[config.mk]
export PLATFORM = sky130hd
export DESIGN_NAME = apb_led_slave
export DESIGN_NICKNAME = d
export VERILOG_FILES = /design/src/rtl/apb_led_pkg.sv /design/src/rtl/led_blink_gen.sv /design/src/rtl/apb_led_slave.sv
export SDC_FILE = /design/constraint.sdc
export NUM_CORES = 1
export LEC_CHECK = 0
export ABC_AREA = 1
export BUFFER_PORTS_ARGS = -buffer_cell sky130_fd_sc_hd__buf_2
export CORE_UTILIZATION = 55
export CTS_BUF_LIST = sky130_fd_sc_hd__clkbuf_4
export DETAILED_ROUTE_END_ITERATION = 8
export PLACE_DENSITY_LB_ADDON = 0.15
export SETUP_SLACK_MARGIN = 0.3
export SLEW_MARGIN = 20
export SYNTH_ARGS = -nofsm -noshare
export SYNTH_HDL_FRONTEND = slang
export SYNTH_SLANG_ARGS = --single-unit
[constraint.sdc]
create_clock -name pclk -period 2.25 [get_ports pclk]
set_clock_uncertainty 0.1 [all_clocks]
set_input_delay 0.45 -clock pclk [delete_from_list [all_inputs] [get_ports pclk]]
set_output_delay 0.45 -clock pclk [all_outputs]
set_load 0.01 [all_outputs]
[src/rtl/apb_led_pkg.sv]
// Shared definitions for the APB LED peripheral: register offsets,
// CTRL bit positions and the APB transfer state encoding.
package apb_led_pkg;

   // Register byte offsets within the peripheral window (paddr[4:0])
   localparam logic [4:0] OFF_CTRL    = 5'h00;
   localparam logic [4:0] OFF_PATTERN = 5'h04;
   localparam logic [4:0] OFF_PERIOD  = 5'h08;
   localparam logic [4:0] OFF_STATUS  = 5'h0C;
   localparam logic [4:0] OFF_SCRATCH = 5'h10;

   // CTRL bit indices
   localparam int unsigned CTRL_EN    = 0;
   localparam int unsigned CTRL_BLINK = 1;
   localparam int unsigned CTRL_W     = 2;

   typedef enum logic {
      IDLE   = 1'b0,
      ACCESS = 1'b1
   } state_t;

endpackage

[src/rtl/led_blink_gen.sv]
// Blink phase generator: counts pclk cycles and toggles phase every
// period cycles while blinking is enabled.
// Ports:
//   pclk, presetn : clock, async active-low reset
//   run           : EN & BLINK; when low the counter is cleared and phase forced to 1
//   period        : half-period in pclk cycles; 0 freezes counter and phase
//   clr           : committed write to CTRL/PERIOD; restarts the count, phase held
//   phase         : current blink phase (1 = LEDs on)
module led_blink_gen (
   input  logic        pclk,
   input  logic        presetn,
   input  logic        run,
   input  logic [31:0] period,
   input  logic        clr,
   output logic        phase
);

   logic [31:0] cnt;

   // Counter and phase; disable beats clear, clear beats wrap/toggle
   always_ff @(posedge pclk or negedge presetn) begin
      if (!presetn) begin
         cnt   <= '0;
         phase <= 1'b1;
      end else if (!run) begin
         cnt   <= '0;
         phase <= 1'b1;
      end else if (clr) begin
         cnt <= '0;
      end else if (period != 32'd0) begin
         if (cnt == period - 32'd1) begin
            cnt   <= '0;
            phase <= ~phase;
         end else begin
            cnt <= cnt + 32'd1;
         end
      end
   end

endmodule

[src/rtl/apb_led_slave.sv]
// APB responder for the LED peripheral: small register file, setup/access
// sequencing with WAIT_CYCLES wait states, error response and LED drive
// (static pattern or blinking).
// Ports:
//   pclk, presetn                 : clock, async active-low reset
//   paddr, psel, penable, pwrite  : APB request
//   pwdata, pstrb                 : APB write data and byte strobes
//   pready_o, prdata_o, pslverr_o : APB completion, read data, error
//   led_o                         : LED drive, active-high (registered)
module apb_led_slave
   import apb_led_pkg::*;
#(
   parameter int unsigned PADDR_WIDTH = 16,
   parameter int unsigned DATA_WIDTH  = 32,
   parameter int unsigned LED_NUM     = 8,
   parameter int unsigned WAIT_CYCLES = 1
) (
   input  logic                    pclk,
   input  logic                    presetn,
   input  logic [PADDR_WIDTH-1:0]  paddr,
   input  logic                    psel,
   input  logic                    penable,
   input  logic                    pwrite,
   input  logic [DATA_WIDTH-1:0]   pwdata,
   input  logic [DATA_WIDTH/8-1:0] pstrb,
   output logic                    pready_o,
   output logic [DATA_WIDTH-1:0]   prdata_o,
   output logic                    pslverr_o,
   output logic [LED_NUM-1:0]      led_o
);

   localparam int unsigned STRB_W = DATA_WIDTH / 8;
   localparam int unsigned WCNT_W = 4;

   state_t                 state;
   logic [WCNT_W-1:0]      wait_cnt;

   logic [CTRL_W-1:0]      ctrl;
   logic [LED_NUM-1:0]     pattern;
   logic [DATA_WIDTH-1:0]  period;
   logic [DATA_WIDTH-1:0]  scratch;
   logic                   phase;

   logic [4:0]             offset;
   logic                   hi_nz;
   logic                   bad_addr;
   logic                   is_status;
   logic                   commit;
   logic                   blink_run;
   logic                   blink_clr;
   logic [DATA_WIDTH-1:0]  wmask;
   logic [DATA_WIDTH-1:0]  rdata;

   // Byte lanes are ignored in the decode
   logic unused_lanes;
   assign unused_lanes = &{1'b0, paddr[1:0]};

   assign offset = {paddr[4:2], 2'b00};

   // Any address bit above the 32-byte register window makes the access illegal
   if (PADDR_WIDTH > 5) begin : g_hi
      assign hi_nz = |paddr[PADDR_WIDTH-1:5];
   end else begin : g_nohi
      assign hi_nz = 1'b0;
   end

   assign bad_addr  = hi_nz | (offset > OFF_SCRATCH);
   assign is_status = (offset == OFF_STATUS);

   assign pready_o  = (state == ACCESS) & psel & penable & (wait_cnt == '0);
   assign pslverr_o = pready_o & (bad_addr | (pwrite & is_status));
   assign commit    = pready_o & pwrite & ~pslverr_o;

   // Per-byte write mask from the strobes
   always_comb begin
      wmask = '0;
      for (int unsigned i = 0; i < STRB_W; i++) begin
         wmask[i*8 +: 8] = {8{pstrb[i]}};
      end
   end

   // Read mux
   always_comb begin
      rdata = '0;
      unique case (offset)
         OFF_CTRL:    rdata = DATA_WIDTH'(ctrl);
         OFF_PATTERN: rdata = DATA_WIDTH'(pattern);
         OFF_PERIOD:  rdata = period;
         OFF_STATUS:  rdata = DATA_WIDTH'({blink_run, phase});
         OFF_SCRATCH: rdata = scratch;
         default:     rdata = '0;
      endcase
   end

   assign prdata_o = (pready_o & ~pwrite & ~bad_addr) ? rdata : '0;

   // Transfer FSM: setup -> access (with wait states) -> idle
   always_ff @(posedge pclk or negedge presetn) begin
      if (!presetn) begin
         state    <= IDLE;
         wait_cnt <= '0;
      end else begin
         unique case (state)
            IDLE: begin
               if (psel && !penable) begin
                  state    <= ACCESS;
                  wait_cnt <= WCNT_W'(WAIT_CYCLES);
               end
            end
            ACCESS: begin
               if (!psel || pready_o) begin
                  state <= IDLE;
               end else if (wait_cnt != '0) begin
                  wait_cnt <= wait_cnt - WCNT_W'(1);
               end
            end
            default: state <= IDLE;
         endcase
      end
   end

   // Register file; only byte lanes enabled by pstrb are updated
   always_ff @(posedge pclk or negedge presetn) begin
      if (!presetn) begin
         ctrl    <= '0;
         pattern <= '0;
         period  <= '0;
         scratch <= '0;
      end else if (commit) begin
         unique case (offset)
            OFF_CTRL:    ctrl    <= (ctrl & ~wmask[CTRL_W-1:0]) | (pwdata[CTRL_W-1:0] & wmask[CTRL_W-1:0]);
            OFF_PATTERN: pattern <= (pattern & ~wmask[LED_NUM-1:0]) | (pwdata[LED_NUM-1:0] & wmask[LED_NUM-1:0]);
            OFF_PERIOD:  period  <= (period & ~wmask) | (pwdata & wmask);
            OFF_SCRATCH: scratch <= (scratch & ~wmask) | (pwdata & wmask);
            default: ;
         endcase
      end
   end

   assign blink_run = ctrl[CTRL_EN] & ctrl[CTRL_BLINK];
   assign blink_clr = commit & ((offset == OFF_CTRL) | (offset == OFF_PERIOD));

   led_blink_gen u_blink (
      .pclk    (pclk),
      .presetn (presetn),
      .run     (blink_run),
      .period  (period),
      .clr     (blink_clr),
      .phase   (phase)
   );

   // LED drive
   always_ff @(posedge pclk or negedge presetn) begin
      if (!presetn) begin
         led_o <= '0;
      end else if (!ctrl[CTRL_EN]) begin
         led_o <= '0;
      end else if (!ctrl[CTRL_BLINK]) begin
         led_o <= pattern;
      end else begin
         led_o <= phase ? pattern : '0;
      end
   end

endmodule
# --- Yosys cells after proc, flatten, opt, wreduce, memory -nomap -nowiden ---
# Index checks and enable logic that the tools add are counted.
classes:
  n_mux: 20
  eq_ne: 12
  reduce_logical: 15
  order_cmp: 1
  n_addsub: 3
  bitwise_logic: 33
ops:
  columns: ["operator", "n"]
  rows:
  - ["$mux 32", 5]
  - ["$pmux 32 s5", 1]
  - ["$and 32x32->32", 3]
  - ["$or 32x32->32", 2]
  - ["$add 32x1->32 const B", 1]
  - ["$eq 32x32->1", 1]
  - ["$not 32->32", 1]
  - ["$reduce_bool 32->1", 1]
  - ["$sub 32x1->32 const B", 1]
  - ["$mux 8", 3]
  - ["$and 8x8->8", 2]
  - ["$mux 4", 3]
  - ["$and 1x1->1", 11]
  - ["$reduce_or 11->1", 1]
  - ["$ne 2x2->1 const B", 5]
  - ["$not 8->8", 1]
  - ["$or 8x8->8", 1]
  - ["$pmux 4 s2", 1]
  - ["$reduce_and 2->1", 4]
  - ["$eq 3x2->1 const B", 2]
  - ["$mux 1", 6]
  - ["$reduce_and 3->1", 2]
  - ["$gt 5x5->1 const B", 1]
  - ["$logic_not 5->1", 1]
  - ["16 further kinds", 24]
totals:
  regBits: 120
  out_inout_bits: 42

# --- Logic depth before layout (Yosys ltp) ---
# Gate-level depths: netlist (run 1).
logic_depth:
  word_depth: 9
  ltp_mapped: 18

# --- By module ---
# Synthesis (run 1) repeated with hierarchy kept, for this count alone.
hier_totals:
  hier_cells: 1177
  hier_area_um2: 8200.4
by_module_without_submodules:
  columns: ["mod", "seq_area_each_um2", "cells_per_inst", "area_per_inst_um2", "n_inst"]
  rows:
  - ["apb_led_slave", 2177.1, 547, 4489.3, 1]
  - ["led_blink_gen", 827.0, 630, 3711.1, 1]

# --- Worst setup path before layout (run 1) ---
# Ideal clock, no wire load.
synth_path:
  path_kind: "flip-flop to flip-flop"
  start: "register (tool-made name)"
  end: "register u_blink.cnt[0]"
  stages_incl_launch_ff: 15
  synth_period_minus_slack_ns: 2.238
  required_ns: 2.028
  n_path_buf: 1
  setup_slack_ns: 0.012
  setup_ns: 0.122
  arrival_time_ns: 2.016
  path_cell_list: "dfrtp_1 -> inv_1 -> ha_1 -> nand2_2 -> nor2_8 -> nand2_2 -> o21bai_1 -> nand2_1 -> nand2_1 -> nand3_1 -> nor2_4 -> nand3_4 -> nand2_4 -> buf_12 -> a21oi_2"
synth_lines:
  columns: ["item", "line_no", "text"]
  rows:
  - ["end signal, assigned", "led_blink_gen.sv:35", "cnt <= cnt + 32'd1;"]
  - ["end, declared", "led_blink_gen.sv:18", "logic [31:0] cnt;"]

# --- Final worst setup path (run 1) ---
layout_path:
  start: "register wait_cnt[1]"
  end: "output prdata_o[29]"
layout_between:
  elab_chain_len: 5
layout_lines:
  columns: ["item", "line_no", "text"]
  rows:
  - ["start, declared", "apb_led_slave.sv:36", "logic [WCNT_W-1:0] wait_cnt;"]
  - ["start signal, assigned", "apb_led_slave.sv:107", "wait_cnt <= WCNT_W'(WAIT_CYCLES);"]
  - ["start signal, assigned", "apb_led_slave.sv:114", "wait_cnt <= wait_cnt - WCNT_W'(1);"]
  - ["$logic_not 4->1", "apb_led_slave.sv:70", "assign pready_o = (state == ACCESS) & psel & penable & (wait_cnt == '0);"]
  - ["$and 1x1->1", "apb_led_slave.sv:70", null]
  - ["$and 1x1->1 (2 in series)", "apb_led_slave.sv:95", "assign prdata_o = (pready_o & ~pwrite & ~bad_addr) ? rdata : '0;"]
  - ["$mux 32", "apb_led_slave.sv:95", null]
  - ["end, declared", "apb_led_slave.sv:27", "output logic [DATA_WIDTH-1:0] prdata_o,"]
# No other way between the ends.

==> results.cfg, run 1 <==
[power_and_ir_drop]
pwr-share-clk_pct = 36.5
switchingPower_mw = 1.33
ir_worst_vdd_mv = 0.669
p_comb_share_pct = 11.5
sw_frac_of_total_pct = 31.2
p_int_mw = 2.95
power_mw = 4.28
p_seq_share_pct = 52.0
p_leak_nw = 5.64
powerDensity_mw_per_mm2 = 359

[setup_path]
reg2reg_to = u_blink.cnt[8]
arrival_ns = 2.36
endpoint_kind = primary output
ff2ff_path_depth = 15
start_kind = register
slowest_stage = dfrtp_1
max_stage_delay_ns = 0.43
cp_max_fo = 5
crit_cells = 10
worst-setup-path-type = register to primary output
crit_family = buffers and inverters
rrSetupSlack_ns = -0.57
crit_buf_inv = 5
cp.required_ns = 1.70
path_cells = inv_2, ha_4, inv_2, nor3_4, nand3_2, clkinv_4, nand2_4, buf_16, a21oi_4, buf_2
cpMostUsedCell = inv_2

[synthesis]
synth_warnings = 0
syn_area_per_cell_um2 = 7.12
netlist_area_mm2 = 0.00765
synth_adder_area_share_pct = 0.491
synth_compound_area_share_pct = 11.7
synthXorXnorAreaFrac_pct = 5.61
synthArstFlopShare_pct = 100
synth_ff_type = dfrtp_1
synthSimpleGateAreaFrac_pct = 34.1
synth_top_area_share_pct = 38.9
synth_area_leaders = dfrtp_1 39%, nand2_1 16%, inv_1 6.2%, nand3_1 5.5%, o21ai_0 5.4%
synthMuxAreaShare_pct = 0
yosysUniqueCellTypes = 42
synth_edf_count = 0
syn_nets = 1134
synth_top_family_by_area = simple AND/OR/NAND/NOR gates
synth_top_area_cell = dfrtp_1
postSynthCellCount = 1074
ys_seq_elements = 120
yosysSeqAreaShare_pct = 39.3

[sta]
maxSlewHeadroom_pct = 55.9
rsz0062_at_grt = yes
slew_violations = 0
final-hold-violation-count = 1
finalCriticalPeriod_ns = 2.91
worst_pin_slew_ns = 0.657
setup_viol = 141
min_period_over_period_pct = 129
hold_ws_ns = -0.000597
timing.final.ws_setup_ns = -0.662
max_freq_mhz = 343

[place]
globalplace.congestion = 0.994
io_buffers = 96
dpl.hpwl_um = 17500

[floorplanning]
start_util_pct = 57.1
coreArea_mm2 = 0.0134
die_y_um = 120
core.rowCount = 42
dieArea_mm2 = 0.0144
ioPinCount = 99
die_width_um = 120

[drt]
viasPerCell = 6.30
ant_nets = 0
drtPass1Iterations = 9
wl_per_cell_um = 21.7
drc = 0
wirelength_um = 33400
vias = 9699
drt_iter0_drc = 1340

[grt]
grt_usage_pct = 38.3
grt-busiest-layer = met2
grt_use_met1_pct = 44.7
use_met2_pct = 63.9
grt_pass1_wl_um = 42100
grt_start_max_net_pins = 50
overflow = 0
grt_pass1_vias = 8622
use_met3_pct = 9.74
antenna_found_initial = 2

[clocking]
cts_tree = built
clockRootBuffer = clkbuf_4
cts.clk_slew.worst_paths_ns = 0.14
cts_buffers = 17
cts_buffer_depth = 2
clk_latency_ns = 0.63
cts_sinks = 120
htreeDepth = 4

[hold_path]
whs_path_depth = 3
worstHoldPathType = input port to register
hp-start = pwdata[31]

[run_status]
violations = hold timing, setup timing
status = finished, violations left

[layout]
regArea_mm2 = 0.00302
fillCellCount = 576
multi_input_area_mm2 = 0.00539
fin_nets = 1409
layout-drive-gt1-share_pct = 45.0
syn_to_final_growth_pct = 55.8

[job]
max_cap_viol_count = 0
==> cell type report <==
cell class | count | area share, %
Timing Repair Buffer | 286 | 21.3
Tap cell | 176 | 1.85
Inverter | 129 | 4.11
Clock buffer | 17 | 1.07
Multi-Input combinational cell | 795 | 45.2
Sequential cell | 120 | 25.3
Antenna cell | 2 | 0.0420
Clock inverter | 15 | 1.07
==> worst reg2reg max path: cells and delay by family (launching register included) <==
| kind | cells | cell delay, ns |
|---|---|---|
| AND/OR/NAND/NOR | 11 | 1.60 |
| flip-flops | 1 | 0.47 |
| buffers and inverters | 3 | 0.47 |
| AO/OA/AOI/OAI | 1 | 0.12 |
==> Yosys cell counts (all sizes together), types with 2 or more instances <==
cell and number:
or2 2, a221oi 2, buf 19, nor3 21
xnor2 13, nand2 326, nand3b 4, o21ai 111
a21oi 31, dfrtp 119, nor3b 2, ha 3
clkbuf 14, nand3 86, xor2 36, a31oi 7
nor4 6, o21bai 3, inv 129, nor2 115
nand4 20
==> per-layer routing <==
layer  vias up  routed length (um)
met2       853               15800
met3       298                3300
li1       4005                   -
met4         0                2920
met5         -                   0
met1      4543               11400
==> through the flow <==
step | util [%] | instances | TNS (ns) | setup WS (ns) | instance area (um2)
global route | 88.9 | 1540 | -50.58 | -0.667 | 11900
global placement | 73.7 | 1458 | -8.20 | -0.115 | 9870
floorplan | - | 1074 | 0 | 0.163 | 8170
finish | 88.9 | 1540 | -50.62 | -0.662 | 11900
CTS | 82.0 | 1519 | -25.96 | -0.604 | 11000
detailed placement | 73.7 | 1458 | -13.63 | -0.174 | 9870
==> placed cells by master, fill, tap and decap left out, drive strengths merged, types with 3 or more instances in the layout <==
cell type    instances
clkinv              10
nor3                21
o21bai               3
a31oi                7
xnor2               13
ha                   3
xor2                36
clkbuf              17
a21oi               31
nand3b               4
nand3               86
nand2              329
o21ai              111
dfrtp              119
nor4                 6
nor2               115
buf                281
dlygate4sd3          5
nand4               20
inv                131
==> worst max path at each step <==
stage | from | endpoint | slack (ns)
after floorplan | register | u_blink.cnt[0] | 0.16
after global placement | register | u_blink.cnt[31] | -0.12
after detailed placement | register | u_blink.cnt[20] | -0.17
after CTS | wait_cnt[0] | prdata_o[23] | -0.60
after global routing | wait_cnt[1] | prdata_o[29] | -0.67
final | wait_cnt[1] | prdata_o[29] | -0.66
==> cell families (layout without fill, tap and decap cells) <==
group | Yosys count | in the layout
xor+xnor | 49 | 49
compound gates | 157 | 157
other cells | 0 | 2
flops | 120 | 120
simple gates | 583 | 586
fa+ha+maj | 3 | 3
buf+inv | 162 | 447
==> power groups by stage <==
stage | Clock [mW] | Sequential (mW) | Combinational [mW]
floorplan | 0 | 2.25 | 0.126
global placement | 0 | 2.25 | 0.308
detailed placement | 0 | 2.25 | 0.320
CTS | 1.47 | 2.22 | 0.405
global route | 1.62 | 2.22 | 0.522
finish | 1.56 | 2.22 | 0.492
==> timing repair <==
action / 4_1_cts / 5_1_grt
buffers inserted: 15 / 16
endpoints found under the setup margin: 141 / 141
pin swaps: 27 / 58
gates cloned: 12 / 0
gates resized for setup: 196 / 203
hold buffers: 2 / 3
hold endpoints to repair: 33 / 5
Note: power is estimated with default switching activity, not from simulation.
==> inputs of run 2 (changes only) <==
--- a/config.mk
+++ b/config.mk
@@ -7,7 +7,9 @@
 export LEC_CHECK = 0
 export ABC_AREA = 1
 export BUFFER_PORTS_ARGS = -buffer_cell sky130_fd_sc_hd__buf_2
-export CORE_UTILIZATION = 55
+export CELL_PAD_IN_SITES_DETAIL_PLACEMENT = 0
+export CELL_PAD_IN_SITES_GLOBAL_PLACEMENT = 1
+export CORE_UTILIZATION = 39
 export CTS_BUF_LIST = sky130_fd_sc_hd__clkbuf_4
 export DETAILED_ROUTE_END_ITERATION = 8
 export PLACE_DENSITY_LB_ADDON = 0.15
==> run 2 against run 1 <==
  * The run ends with setup timing left
  * Highest routed layer unchanged
  * Via count decreased by 16%
  * Sequential share of layout area increased by 0.17 points
  * Sequential power about the same
  * Largest power group unchanged
==> results.cfg, run 2 (same netlist as run 1, synthesis figures left out) <==
[clocking]
cts_buffers = 17
htreeDepth = 4
cts.clk_slew.worst_paths_ns = 0.13
cts_sinks = 120
clk_latency_ns = 0.56
cts_buffer_depth = 2
clockRootBuffer = clkbuf_4
cts_tree = built

[layout]
fillCellCount = 1701
regArea_mm2 = 0.00302
layout-drive-gt1-share_pct = 39.9
final_common_cell = nand2_1
syn_to_final_growth_pct = 54.7
fin_nets = 1430
finalInstanceArea_mm2 = 0.0118
mostFrequentLayoutCells = 278 x nand2_1, 156 x buf_4, 118 x inv_1, 109 x dfrtp_1, 74 x nor2_1
multi_input_area_mm2 = 0.00496
fin_util_pct = 62.4

[floorplanning]
start_util_pct = 40.3
die_width_um = 142
ioPinCount = 99
die_y_um = 142
coreArea_mm2 = 0.0190
core.rowCount = 50
dieArea_mm2 = 0.0202

[setup_path]
path_cells = inv_2, ha_4, inv_2, nor3_4, nand3_2, buf_4, buf_6, buf_6, nor3_1, buf_2
max_stage_delay_ns = 0.42
endpoint_kind = primary output
arrival_ns = 2.22
cp_max_fo = 2
cp.required_ns = 1.70
slowest_stage = dfrtp_1
worst-setup-path-type = register to primary output
start_kind = register

[power_and_ir_drop]
switchingPower_mw = 1.23
sw_frac_of_total_pct = 28.5
p_leak_nw = 5.62
powerDensity_mw_per_mm2 = 363
pwr-share-clk_pct = 37.8
p_int_mw = 3.07
ir_worst_vdd_mv = 0.231
p_seq_share_pct = 51.7
p_comb_share_pct = 10.5

[grt]
use_met2_pct = 43.2
overflow = 0
grt_use_met1_pct = 38.3
grt-busiest-layer = met2
grt_usage_pct = 27.1
use_met3_pct = 3.57
grt_start_max_net_pins = 43
antenna_found_initial = 1
grt_pass1_wl_um = 41400
grt_pass1_vias = 7738

[place]
globalplace.congestion = 0.899
placement.cell_area_mm2 = 0.0101
io_buffers = 96
dpl.hpwl_um = 19500

[drt]
drt_iter0_drc = 515
drtPass1Iterations = 5
ant_nets = 0
viasPerCell = 4.94
wirelength_um = 26600
vias = 8126
wl_per_cell_um = 16.2
drc = 0

[sta]
maxSlewHeadroom_pct = 66.2
rsz0062_at_grt = yes
max_freq_mhz = 361
timing.final.ws_setup_ns = -0.521
min_period_over_period_pct = 123
slew_violations = 0
finalCriticalPeriod_ns = 2.77
setup_viol = 139
final-hold-violation-count = 0
worst_pin_slew_ns = 0.506

[run_status]
violations = setup timing
status = finished, violations left

[job]
max_cap_viol_count = 0

[hold_path]
worstHoldPathType = input port to register
-- run 2: cell count changes in the layout (fill, tap and decap cells not counted), sizes merged --
| cell | delta |
|---|---|
| dlygate4sd3 | -2 |
| bufinv | +1 |
| clkinvlp | +3 |
| buf | +19 |
| clkbuf | +5 |
| diode | -1 |
| clkinv | -7 |
| inv | +2 |
-- run 2: routing by layer --
layer | wire, um | share of wire [%] | up-vias
met1 | 12400 | 47 | 3828
met4 | 525 | 2.0 | 0
met3 | 1080 | 4.1 | 37
met5 | 0 | 0 | -
met2 | 12600 | 47 | 199
li1 | - | - | 4062
-- run 2: cell type report --
class,instances,area share (%)
Antenna cell,1,0.0212
Clock buffer,18,1.14
Clock inverter,14,1.25
Inverter,129,4.11
Multi-Input combinational cell,795,41.9
Sequential cell,120,25.5
Tap cell,260,2.75
Timing Repair Buffer,307,23.3
-- run 2: worst paths after layout --
path / slack (ns) / endpoint / startpoint / cells after the start
max: -0.52 / pslverr_o / wait_cnt[1] / 10
min: 0.03 / register / pwdata[10] / 3
max reg2reg: -0.31 / u_blink.cnt[31] / register / 16
min reg2reg: 0.40 / register / register / 2
max in group asynchronous: 1.13 / async pin / presetn / 3
min in group asynchronous: 0.25 / async pin / presetn / 2
-- run 2: stage by stage --
step	cells	setup slack [ns]	TNS (ns)	power (mW)	hold slack (ns)
floorplan	1074	0.163	0	2.38	0.0544
global placement	1562	-0.171	-8.85	2.56	0.315
detailed placement	1562	-0.193	-9.12	2.57	0.311
CTS	1627	-0.602	-29.16	4.29	0.00174
global route	1644	-0.639	-49.81	4.49	-0.000167
finish	1644	-0.521	-31.67	4.30	0.0291
-- run 2: repair_timing --
| item | CTS | global route |
|---|---|---|
| buffers inserted | 21 | 12 |
| cloned | 9 | 4 |
| setup endpoints to repair | 141 | 141 |
| gates resized for setup | 111 | 139 |
| pin swaps | 19 | 34 |
| endpoints found under the hold margin | 27 | 0 |
| hold buffers | 3 | 0 |
-- run 2: critical path, delay by kind of cell, from the launching register on --
family                   cells  cell delay, ns
buffers and inverters        6            0.65
AND/OR/NAND/NOR              3            0.47
flip-flops                   1            0.42
adder cells (fa/ha/maj)      1            0.13
-- run 2: power by group through the flow --
stage	clock network (mW)	logic, mW	registers [mW]
after floorplan	0	0.126	2.25
after global placement	0	0.303	2.25
after detailed placement	0	0.311	2.26
after CTS	1.67	0.405	2.22
after global routing	1.77	0.499	2.22
final	1.63	0.451	2.22
==> inputs of run 3 (changes only) <==
--- a/config.mk
+++ b/config.mk
@@ -9,11 +9,13 @@
 export BUFFER_PORTS_ARGS = -buffer_cell sky130_fd_sc_hd__buf_2
 export CELL_PAD_IN_SITES_DETAIL_PLACEMENT = 0
 export CELL_PAD_IN_SITES_GLOBAL_PLACEMENT = 1
+export CORE_MARGIN = 10
 export CORE_UTILIZATION = 39
 export CTS_BUF_LIST = sky130_fd_sc_hd__clkbuf_4
 export DETAILED_ROUTE_END_ITERATION = 8
 export PLACE_DENSITY_LB_ADDON = 0.15
 export SETUP_SLACK_MARGIN = 0.3
+export SKIP_CTS_REPAIR_TIMING = 1
 export SLEW_MARGIN = 20
 export SYNTH_ARGS = -nofsm -noshare
 export SYNTH_HDL_FRONTEND = slang
==> run 3 against run 2 <==
  * The run still ends with setup timing left
  * Combinational power decreased by 12%
  * Sequential cell count unchanged
  * Sequential power about the same
  * Worst hold slack got worse by 0.014 ns
  * Cell count decreased by 0.97%
  * Core utilization decreased by 2.0 points
  * Worst setup slack improved by 0.037 ns
  * Global-route usage decreased by 7.0 points
  * Highest routed layer unchanged
==> results.cfg, run 3 (same netlist as run 1, synthesis figures left out) <==
[setup_path]
rrSetupSlack_ns = -0.25
arrival_ns = 2.18
start_kind = register
worst-setup-path-type = register to primary output
max_stage_delay_ns = 0.41
startpoint = wait_cnt[0]
cpMostUsedCell = inv_2
slowest_stage = dfrtp_1
path_cells = inv_2, ha_4, inv_2, nor3_4, nand3_2, clkinv_4, nand2_8, buf_12, a31oi_4, buf_6
cp_max_fo = 5
cp.required_ns = 1.70
crit_path_end = prdata_o[4]
endpoint_kind = primary output
reg2reg_to = u_blink.cnt[21]
ff2ff_path_depth = 16

[hold_path]
hp-start = penable
worstHoldPathType = input port to register

[power_and_ir_drop]
power_mw = 4.32
ir_worst_vdd_mv = 0.323
p_leak_nw = 5.53
powerDensity_mw_per_mm2 = 368

[floorplanning]
die_y_um = 160
die_width_um = 160
dieArea_mm2 = 0.0256
start_util_pct = 39.4
core.rowCount = 51
ioPinCount = 99
coreArea_mm2 = 0.0194

[run_status]
status = finished, violations left
violations = setup timing

[sta]
timing.final.ws_setup_ns = -0.484
final-hold-violation-count = 0
maxSlewHeadroom_pct = 63.3
max_freq_mhz = 366
rsz0062_at_grt = yes
slew_violations = 0
finalCriticalPeriod_ns = 2.73
min_period_over_period_pct = 122
worst_pin_slew_ns = 0.548
setup_viol = 67

[drt]
wirelength_um = 27100
drtPass1Iterations = 5
viasPerCell = 4.90
drc = 0
wl_per_cell_um = 16.7
vias = 7978
drt_iter0_drc = 518
ant_nets = 0

[grt]
grt_usage_pct = 20.1
overflow = 0
grt_start_max_net_pins = 48
grt_pass1_vias = 7856
grt_pass1_wl_um = 41500
antenna_found_initial = 1

[layout]
layout-drive-gt1-share_pct = 41.3
fin_util_pct = 60.4
fin_nets = 1409
finalInstanceArea_mm2 = 0.0117
fillCellCount = 1828
final_common_cell = nand2_1
syn_to_final_growth_pct = 53.3
mostFrequentLayoutCells = 247 x nand2_1, 145 x buf_4, 119 x inv_1, 113 x dfrtp_1, 73 x nor2_1

[place]
placement.cell_area_mm2 = 0.0102
globalplace.congestion = 0.917
dpl.hpwl_um = 20500
io_buffers = 96

[clocking]
htreeDepth = 4
cts_buffers = 17
cts.clk_slew.worst_paths_ns = 0.14
clockRootBuffer = clkbuf_4
cts_buffer_depth = 2
clk_latency_ns = 0.54
cts_sinks = 120
cts_tree = built

[job]
max_cap_viol_count = 0
-- run 3: power breakdown --
part	switching, mW	internal [mW]
combinational	0.226	0.172
sequential	0.0310	2.19
clock	1.00	0.702
total	1.26	3.06
-- run 3: final cells by class --
type / count / area (um2) / share of cell area (%)
inverters: 129 / 489 / 4.17
multi-input cells: 795 / 5050 / 43.1
flip-flops and latches: 120 / 3010 / 25.7
clock inverters: 14 / 164 / 1.40
repair buffers: 286 / 2540 / 21.7
well taps: 265 / 332 / 2.83
clock buffers: 18 / 135 / 1.15
diodes: 1 / 2.50 / 0.0213
-- run 3: worst min-delay path by stage --
stage,end,slack (ns),cells after the start
2_1_floorplan,async pin,0.05,0
3_3_place_gp,u_blink.cnt[29],0.29,1
3_5_place_dp,u_blink.cnt[29],0.29,1
4_1_cts,u_blink.cnt[4],-0.31,1
5_1_grt,state,-0.01,2
6_report,state,0.02,2
-- run 3: metrics by stage --
step	worst slack (ns)	hold WS [ns]	TNS [ns]	std cells
5_1_grt	-0.646	-0.0130	-35.32	1628
4_1_cts	-0.635	-0.308	-27.92	1607
6_report	-0.484	0.0156	-21.54	1628
2_1_floorplan	0.163	0.0544	0	1074
3_3_place_gp	-0.236	0.287	-15.10	1575
3_5_place_dp	-0.282	0.289	-17.93	1575
-- run 3: metal layers --
layer / track usage [%] / vias up / routed length, um
met2: 33.3 / 140 / 13500
met3: 3.75 / 20 / 966
li1: - / 4010 / -
met1: 26.7 / 3808 / 12400
met5: 0 / - / 0
met4: 3.80 / 0 / 332
-- run 3: critical path: cells and delay by family (launching register included) --
kind | cells | cell delay, ns
buffers and inverters | 5 | 0.58
and+or+nand+nor | 3 | 0.37
AOI/OAI and AO/OA | 1 | 0.15
adders and majority gates | 1 | 0.14
DFF | 1 | 0.41
